==> config.mk <==
export PLATFORM = sky130hd
export DESIGN_NAME = bcd_number_parser
export DESIGN_NICKNAME = d
export VERILOG_FILES = /design/src/rtl/bcd_number_parser.sv
export SDC_FILE = /design/constraint.sdc
export NUM_CORES = 1
export LEC_CHECK = 0
export ABC_AREA = 1
export BUFFER_PORTS_ARGS = -buffer_cell sky130_fd_sc_hd__buf_4
export CORE_MARGIN = 2
export CORE_UTILIZATION = 43
export DETAILED_ROUTE_END_ITERATION = 8
export SLEW_MARGIN = 20
export SYNTH_ARGS = -nofsm -noshare
export SYNTH_HDL_FRONTEND = slang
export SYNTH_SLANG_ARGS = --single-unit
export TNS_END_PERCENT = 100
==> constraint.sdc <==
create_clock -name clk -period 3.01 [get_ports clk]
set_clock_uncertainty 0.2 [all_clocks]
set_input_delay 0.602 -clock clk [delete_from_list [all_inputs] [get_ports clk]]
set_output_delay 0.602 -clock clk [all_outputs]
set_load 0.1 [all_outputs]
==> src/rtl/bcd_number_parser.sv <==
// bcd_number_parser: sign + three BCD digits -> saturated WIDTH-bit two's-complement operand via multi-cycle reverse double dabble
module bcd_number_parser #(
  parameter int WIDTH = 8
) (
  input  logic             clk,
  input  logic             rst_n,
  input  logic             start,
  input  logic             negative,
  input  logic [3:0]       bcd_hundreds,
  input  logic [3:0]       bcd_tens,
  input  logic [3:0]       bcd_units,
  output logic             busy,
  output logic             done,
  output logic [WIDTH-1:0] binary_out,
  output logic             overflow,
  output logic             invalid_digit
);
  typedef enum logic [1:0] {IDLE, SHIFT, FINISH} state_t;
  localparam logic [10:0] MAX_POS = 11'((1 << (WIDTH - 1)) - 1);
  function automatic logic [3:0] fix(input logic [3:0] d);
    return d >= 4'd8 ? d - 4'd3 : d;
  endfunction
  state_t             state_q, state_d;
  logic [21:0]        sr_q, sr_d, sh, step;
  logic [3:0]         cnt_q, cnt_d;
  logic               neg_q, neg_d, bad_q, bad_d, busy_q, busy_d, done_q, done_d;
  logic               ovf_q, ovf_d, inv_q, inv_d, sat;
  logic [WIDTH-1:0]   out_q, out_d;
  logic [9:0]         mag;
  always_comb begin
    state_d = state_q;
    sr_d    = sr_q;
    cnt_d   = cnt_q;
    neg_d   = neg_q;
    bad_d   = bad_q;
    busy_d  = busy_q;
    done_d  = 1'b0;
    out_d   = out_q;
    ovf_d   = ovf_q;
    inv_d   = inv_q;
    sh      = {1'b0, sr_q[21:1]};
    step    = {fix(sh[21:18]), fix(sh[17:14]), fix(sh[13:10]), sh[9:0]};
    mag     = sr_q[9:0];
    sat     = neg_q ? {1'b0, mag} > MAX_POS + 11'd1 : {1'b0, mag} > MAX_POS;
    case (state_q)
      IDLE: if (start) begin
        neg_d   = negative;
        sr_d    = {bcd_hundreds, bcd_tens, bcd_units, 10'd0};
        cnt_d   = 4'd0;
        busy_d  = 1'b1;
        bad_d   = bcd_hundreds > 4'd9 || bcd_tens > 4'd9 || bcd_units > 4'd9;
        state_d = bad_d ? FINISH : SHIFT;
      end
      SHIFT: begin
        sr_d    = step;
        cnt_d   = cnt_q + 4'd1;
        state_d = cnt_q == 4'd9 ? FINISH : SHIFT;
      end
      FINISH: begin
        done_d  = 1'b1;
        busy_d  = 1'b0;
        state_d = IDLE;
        inv_d   = bad_q;
        ovf_d   = !bad_q && sat;
        out_d   = bad_q ? '0 :
                  sat   ? (neg_q ? {1'b1, {(WIDTH-1){1'b0}}} : {1'b0, {(WIDTH-1){1'b1}}}) :
                  neg_q ? WIDTH'(-mag) : WIDTH'(mag);
      end
      default: state_d = IDLE;
    endcase
  end
  always_ff @(posedge clk) begin
    if (!rst_n) begin
      state_q <= IDLE;
      sr_q    <= '0;
      cnt_q   <= '0;
      neg_q   <= 1'b0;
      bad_q   <= 1'b0;
      busy_q  <= 1'b0;
      done_q  <= 1'b0;
      out_q   <= '0;
      ovf_q   <= 1'b0;
      inv_q   <= 1'b0;
    end else begin
      state_q <= state_d;
      sr_q    <= sr_d;
      cnt_q   <= cnt_d;
      neg_q   <= neg_d;
      bad_q   <= bad_d;
      busy_q  <= busy_d;
      done_q  <= done_d;
      out_q   <= out_d;
      ovf_q   <= ovf_d;
      inv_q   <= inv_d;
    end
  end
  assign busy          = busy_q;
  assign done          = done_q;
  assign binary_out    = out_q;
  assign overflow      = ovf_q;
  assign invalid_digit = inv_q;
endmodule

# == After elaboration in Yosys (flattened, before gate mapping) ==
# Cells that the tools add are included.
# W data, S select, Z words.
# classes
addsub,4
order_cmp,7
eq_ne,4
n_mux,18
reduce_logical,10
# ops
operator,count
$pmux W22 S2,1
$mux W8,4
$mux W22,1
$gt A4 B4 Y1 const B,3
$mux W4,3
$gt A10 B7 Y1 const B,1
$gt A10 B8 Y1 const B,1
$ge A4 B4 Y1 const B,2
$neg A8 Y8,1
$pmux W4 S2,1
$sub A4 B2 Y4 const B,2
$mux W2,3
$reduce_and A2 Y1,3
$add A4 B1 Y4 const B,1
$eq A4 B4 Y1 const B,1
$pmux W2 S2,1
$reduce_bool A2 Y1,2
$mux W1,3
$eq A2 B1 Y1 const B,1
$eq A2 B2 Y1 const B,1
$logic_not A2 Y1,1
$logic_or A1 B1 Y1,2
$ne A2 B2 Y1 const B,1
$pmux W1 S2,1
2 further kinds,2
# totals
regBits,42
in_bits,16
out_inout_bits,12
word_cells,53

# == Depth between registers and ports, before layout ==
# Gate-level depths: netlist (run 1).
# depth
depth_word,6
mapped_depth,10
mapped_depth_nobuf,10

# == Worst setup path before layout (run 1) ==
# No wires, ideal clock.
# synth_timing
kind,register to output
start,reg out_q[0] (netlist: binary_out[0])
end,out binary_out[0]
arrival_time_ns,0.925
required_time_ns,2.208
setup_slack_ns,1.283
stages_incl_launch_ff,1
n_path_buf,0
cell_sequence,dfxtp_1
# synth_lines
item,line_no,rtl
start: declaration,28,"logic [WIDTH-1:0] out_q, out_d;"
start signal: assignment,92,out_q <= out_d;
end: declaration,14,"output logic [WIDTH-1:0] binary_out,"
# No word-level cell between the ends.

# == Final worst setup path (run 1) ==
# layout_timing
start,reg state_q[0]
end,reg sr_q[14]
# layout_between
elab_chain_len,3
word_cells_on_any_way,6
classes_between,2 x eq/ne; 1 x mux; 3 x reduce/logical
# layout_rtl
item,line_no,rtl
start: declaration,23,"state_t state_q, state_d;"
start signal: assignment,85,state_q <= state_d;
$eq A2 B1 Y1 / $logic_not A2 Y1 (equally long branches),45,case (state_q)
$reduce_bool A2 Y1 (no source line) / $ne A2 B2 Y1 (equally long branches),n/a,
$reduce_and A2 Y1 (no source line),n/a,
end signal: assignment,86,sr_q <= sr_d;
end: declaration,24,"logic [21:0] sr_q, sr_d, sh, step;"
# Parallel ways exist; a longest one is shown, timed or not.
# A chain may end at the register's enable or synchronous reset.

==> run_results.csv, run 1 <==
group,metric,value,unit
global_route,grt_pass1_vias,1788,
die,rows,25,
critical_path,slowest_stage,"dfxtp_1",
route,ant_nets,0,
cts,numCtsBuffers,5,
route,dr.pass1.iters,4,
cts,cts_resized,0,
cts,clock_latency,0.29,ns
place,gp_congestion,0.8753,
final_layout,antenna_cells,0,
route,via_per_inst,4.890,
global_route,antenna_found_initial,0,
route,wire_per_inst,11.73,um
global_route,grt_use_total,18.16,%
global_route,grt_pass1_wl,7.838,mm
synthesis,yosysTopAreaCell,"dfxtp_1",
run_status,outcome,"completed",
synthesis,syn_nets,325,
power,p_leak,1.063,nW
die,start_util,45.15,%
timing,period_share,59.48,%
synthesis,synth_top_area_share,38.91,%
place,dp.cells,384,
timing,worst_pin_slew,0.5620,ns
cts,clk_pin_slew,0.08,ns
critical_path,path_max_fanout,27,
timing,hold_viol,0,
critical_path,path_buf_inv,2,
critical_path,path_cells,"inv_2, nor2_8, inv_4, a21oi_1, o21ai_0, o21ai_0, a21oi_1",
synthesis,synth_cells,302,
route,drt_iter0_markers,86,
critical_path,rr_startpoint,"state_q[0]",
worst_hold_path,hp-start,"binary_out[6]",
die,ios,28,
critical_path,startpoint_type,"flop",
critical_path,cp.arrival,1.78,ns
synthesis,ys_seq_elements,42,
cts,ctsHoldBuffers,0,
die,die_h,74.89,um
timing,final.setup.worst_slack,1.220,ns
critical_path,crit_start,"state_q[0]",
final_layout,drive_gt1_share,15.38,%
place,dp_hpwl,3.343,mm
route,vias,1917,
die,core_area,4786,sq um
cts,root_buffer,"clkbuf_8",
critical_path,critPathKind,"reg -> reg",
synthesis,yosysSeqAreaShare,38.91,%
synthesis,synthTopCellsByArea,"dfxtp_1 39%, nand2_1 14%, a21oi_1 9.0%",
critical_path,cp_top_family,"compound AO/OA/AOI/OAI gates",
worst_hold_path,hold_path.class,"reg -> reg",
critical_path,worst_path_largest_cell_delay,0.42,ns
timing,slew_viol_final,0,
timing,rsz0062_at_grt,"no",
place,post-place-ws,1.013,ns
power,total_power,1.275,mW
die,dieWidth,74.89,um
cts,htree_levels,2,
synthesis,syn_area,2161,sq um
power,peakVddDrop,276.5,uV
timing,setup_viol,0,
final_layout,final_cell_count_no_fill,392,
critical_path,cp-end-kind,"flop",
die,dieArea,5609,sq um
cts,cts_buffer_depth,2,
place,io_buffers,27,
global_route,grt_start_max_net_pins,28,
route,drc,0,
synthesis,yosysWarnings,0,
global_route,overflow,0,
timing,fmax,0.5585,GHz
synthesis,avgSynthCellArea,7.155,sq um
final_layout,nets,347,
cts,post_cts_buffers,0,
cts,cts_tree,"yes",
critical_path,worstPathRequired,2.99,ns
final_layout,utilization,52.00,%
power,powerDensity,512.2,nW/um^2
timing,slew_headroom,62.49,%
final_layout,area_growth,15.17,%
synthesis,post_synth_num_cell_types,29,
route,postRouteWirelength,4.598,mm
flow_run,cap_viol_max_count,0,
cts,clock_sinks,42,
timing,finalCriticalPeriod,1.790,ns
timing,final.setup.tns,0,ns
cells in the final DEF, fill, tap and decap left out, drive strengths merged:
cell      count
buf          28
clkinv        1
nand4         3
a2bb2oi       2
nor3          2
nor2         28
nand2        81
clkbuf        5
o21ai        28
a31oi         5
or2           1
o211ai        3
inv          30
dfxtp        42
bufinv        1
o21bai        1
nand3        12
clkinvlp      2
a21oi        40
xor2          1
xnor2         2
ha            7
worst register-to-register path: cells and delay by family (launching register included):
family          cells  cell delay, ns
buf+inv             2            0.28
compound gates      4            0.42
flops               1            0.42
simple gates        1            0.37
synth_stat cells:
| library cell | number |
|---|---|
| nor2_1 | 22 |
| o21bai_1 | 1 |
| dfxtp_1 | 42 |
| buf_4 | 3 |
| nand2_4 | 1 |
| o211ai_1 | 3 |
| clkbuf_1 | 4 |
| nand4_1 | 3 |
| nor2_2 | 2 |
| xnor2_1 | 2 |
| a2bb2oi_1 | 2 |
| clkinv_2 | 1 |
| ha_1 | 7 |
| nand3_1 | 12 |
| nor3_1 | 2 |
| buf_2 | 4 |
| xor2_1 | 1 |
| inv_4 | 2 |
| a21oi_1 | 39 |
| nor2_8 | 3 |
| or2_0 | 1 |
| nor2_4 | 1 |
| nand2_1 | 80 |
| o21ai_0 | 28 |
| a31oi_1 | 5 |
| buf_6 | 2 |
| inv_2 | 3 |
| inv_1 | 25 |
| a21oi_4 | 1 |
power breakdown:
part / switching [mW] / total (mW) / internal, mW
registers: 0.0289 / 0.614 / 0.585
clock network: 0.201 / 0.448 / 0.247
logic: 0.143 / 0.213 / 0.0694
per-layer routing:
| metal | track usage (%) | share of wire [%] | vias up |
|---|---|---|---|
| met5 | 0 | 0 | - |
| met4 | 5.357 | 0.87 | 0 |
| met3 | 3.882 | 3.1 | 5 |
| met2 | 31.19 | 47 | 27 |
| met1 | 22.89 | 49 | 857 |
| li1 | - | - | 1028 |
layout make-up:
cell class              count  area, sq um
well taps                  67        83.83
repair buffers             28        210.2
flip-flops and latches     42        840.8
fillers                   515         2297
inverters                  31        122.6
clock inverters             3        45.04
multi-input cells         216         1117
clock buffers               5        68.82
state kept, by name, indices dropped and copies added, names as in the netlist:
register,flops
invalid_digit,1
done,1
neg_q,1
overflow,1
binary_out,8
sr_q,22
state_q,2
busy,1
bad_q,1
cnt_q,4
cell families (layout without fill, tap and decap cells):
kind of cell	after synthesis	after routing	synth area share, %
AO/OA/AOI/OAI	79	79	19.92
XOR/XNOR	3	3	1.216
adder cells (fa/ha/maj)	7	7	4.053
buffers and inverters	44	67	9.380
flip-flops	42	42	38.91
AND/OR/NAND/NOR	127	127	26.52
final timing paths:
check	to	slack [ns]	cells after the start
setup reg to reg	sr_q[14]	1.22	7
setup / recovery	sr_q[14]	1.22	7
hold reg to reg	binary_out[6]	0.27	2
hold / removal	binary_out[6]	0.27	2
through the flow:
| step | hold WS [ns] | cell area (sq um) |
|---|---|---|
| floorplan | 0.2392 | 2161 |
| global placement | 0.2513 | 2375 |
| detailed placement | 0.2557 | 2375 |
| CTS | 0.2694 | 2489 |
| global route | 0.2848 | 2489 |
| finish | 0.2676 | 2489 |
(Power assumes the default switching activity.)
==> inputs of run 2 (changes only) <==
==> constraint.sdc (replaced) <==
create_clock -name clk -period 1.79 [get_ports clk]
set_clock_uncertainty 0.2 [all_clocks]
set_input_delay 0.358 -clock clk [delete_from_list [all_inputs] [get_ports clk]]
set_output_delay 0.358 -clock clk [all_outputs]
set_load 0.1 [all_outputs]
==> run 2 against run 1 <==
Count of clock-buffer cells in the layout grew 1. Hold slack got worse by 0.13 ns. Die area is the same. Critical path depth is 2 higher. Maximum frequency grew 5.6%. Sequential cell count unchanged. Routed wire length down 0.76%. Design area rose by 6.2%.
==> run_results.csv, run 2 (synthesis gave the netlist of run 1 again) <==
group,metric,value,unit
run_status,outcome,"completed",
power,peakVddDrop,465.8,uV
final_layout,final_common_cell,"nand2_1",
power,powerDensity,884.8,nW/um^2
critical_path,cp-end-kind,"flop",
power,pwr-share-comb,16.8,%
route,wire_per_inst,11.35,um
die,dieWidth,74.89,um
power,pwr-share-clk,39.5,%
die,ios,28,
cts,clock_sinks,42,
final_layout,area_growth,22.29,%
global_route,grt_use_total,17.72,%
critical_path,critPathKind,"reg -> reg",
final_layout,fillers,505,
final_layout,final_cell_count_no_fill,402,
cts,numCtsBuffers,5,
power,seq_power_share,43.7,%
die,rows,25,
power,total_power,2.338,mW
final_layout,layout_common_cells,"79 x nand2_1, 40 x dfxtp_1, 39 x a21oi_1, 37 x buf_4, 28 x o21ai_0",
timing,slew_headroom,77.08,%
final_layout,drive_gt1_share,20.60,%
die,start_util,45.15,%
timing,hold_ws,0.1373,ns
timing,slew_viol_final,0,
route,dr.pass1.iters,4,
critical_path,startpoint_type,"flop",
final_layout,regArea,843.3,sq um
timing,hold_viol,0,
place,dp_hpwl,3.278,mm
critical_path,worstPathRequired,1.78,ns
critical_path,slowest_stage,"dfxtp_2",
timing,worst_pin_slew,0.3412,ns
cts,htree_levels,2,
cts,root_buffer,"clkbuf_8",
critical_path,path_cells,"inv_2, ha_4, nand2_2, nor2_4, nand3_2, a21oi_4, nand3_2, nand2_1, a21oi_1",
power,p_leak,1.160,nW
global_route,grt_start_max_net_pins,25,
timing,final.setup.tns,0,ns
global_route,grt_pass1_vias,1801,
route,via_per_inst,4.913,
timing,fmax,0.5900,GHz
route,ant_nets,0,
worst_hold_path,hold_path.class,"in -> reg",
final_layout,largest_reg_flops,22,
die,die_h,74.89,um
cts,cts_tree,"yes",
critical_path,path_max_fanout,7,
route,postRouteWirelength,4.563,mm
final_layout,multi_input_area,1152,sq um
die,core_area,4786,sq um
critical_path,crit_top_cell,"nand3_2",
place,dp.cells,391,
timing,period_share,94.69,%
route,vias,1975,
flow_run,cap_viol_max_count,0,
critical_path,worst_path_largest_cell_delay,0.34,ns
timing,finalCriticalPeriod,1.695,ns
final_layout,regMostFlops,"sr_q",
cts,clock_latency,0.29,ns
critical_path,path_buf_inv,1,
power,p_switching,622.3,uW
global_route,overflow,0,
timing,setup_viol,0,
final_layout,nets,357,
global_route,grt_pass1_wl,7.728,mm
critical_path,cp.arrival,1.68,ns
die,dieArea,5609,sq um
global_route,antenna_found_initial,0,
final_layout,antenna_cells,0,
power,swShare,26.62,%
cts,ctsHoldBuffers,0,
place,io_buffers,27,
power,intPower,1.716,mW
critical_path,cp_top_family,"simple AND/OR/NAND/NOR gates",
place,gp_congestion,0.8589,
cts,clk_pin_slew,0.08,ns
route,drc,0,
route,drt_iter0_markers,121,
cts,cts_buffer_depth,2,
run 2: what timing repair did:
action | in CTS | in global routing
endpoints found under the setup margin | 0 | 8
setup buffers | 0 | 3
gates resized for setup | 0 | 11
run 2: per-stage QoR:
step	setup slack [ns]	util, %	cell area [sq um]
after floorplan	0.2069	-	2161
after global placement	0.09298	50.98	2440
after detailed placement	0.05336	50.98	2440
after CTS	0.03069	53.96	2582
after global routing	-0.01818	55.22	2643
final	0.09497	55.22	2643
run 2: final cells by class:
cell class              count  area share [%]
inverters                  31           4.640
well taps                  67           3.172
repair buffers             38           11.27
clock inverters             2           2.273
clock buffers               6           3.125
flip-flops and latches     42           31.91
multi-input cells         216           43.61
run 2: worst paths after layout:
path | from | end | slack (ns) | depth (start not counted)
worst min-delay path | bcd_hundreds[3] | sr_q[21] | 0.14 | 3
worst min register to register | sr_q[10] | sr_q[9] | 0.26 | 2
worst max register to register | sr_q[0] | binary_out[5] | 0.09 | 9
worst max-delay path | sr_q[0] | binary_out[5] | 0.09 | 9
run 2: metal layers:
layer | share of wire (%) | up-vias | track usage (%)
met5 | 0 | - | 0
met4 | 1.2 | 0 | 5.952
met3 | 3.2 | 5 | 2.811
met2 | 47 | 35 | 30.31
met1 | 49 | 890 | 22.76
li1 | - | 1045 | -
run 2: tightest hold or removal path: stages:
cell,delay (ns)
buf_4,0.11
nand2_1,0.06
a21oi_1,0.06
run 2: power groups by stage:
stage	registers, mW	logic (mW)	clock network, mW
finish	1.02	0.393	0.924
global placement	1.04	0.390	0
CTS	1.02	0.391	0.954
detailed placement	1.04	0.390	0
floorplan	1.09	0.247	0
global route	1.03	0.440	0.984
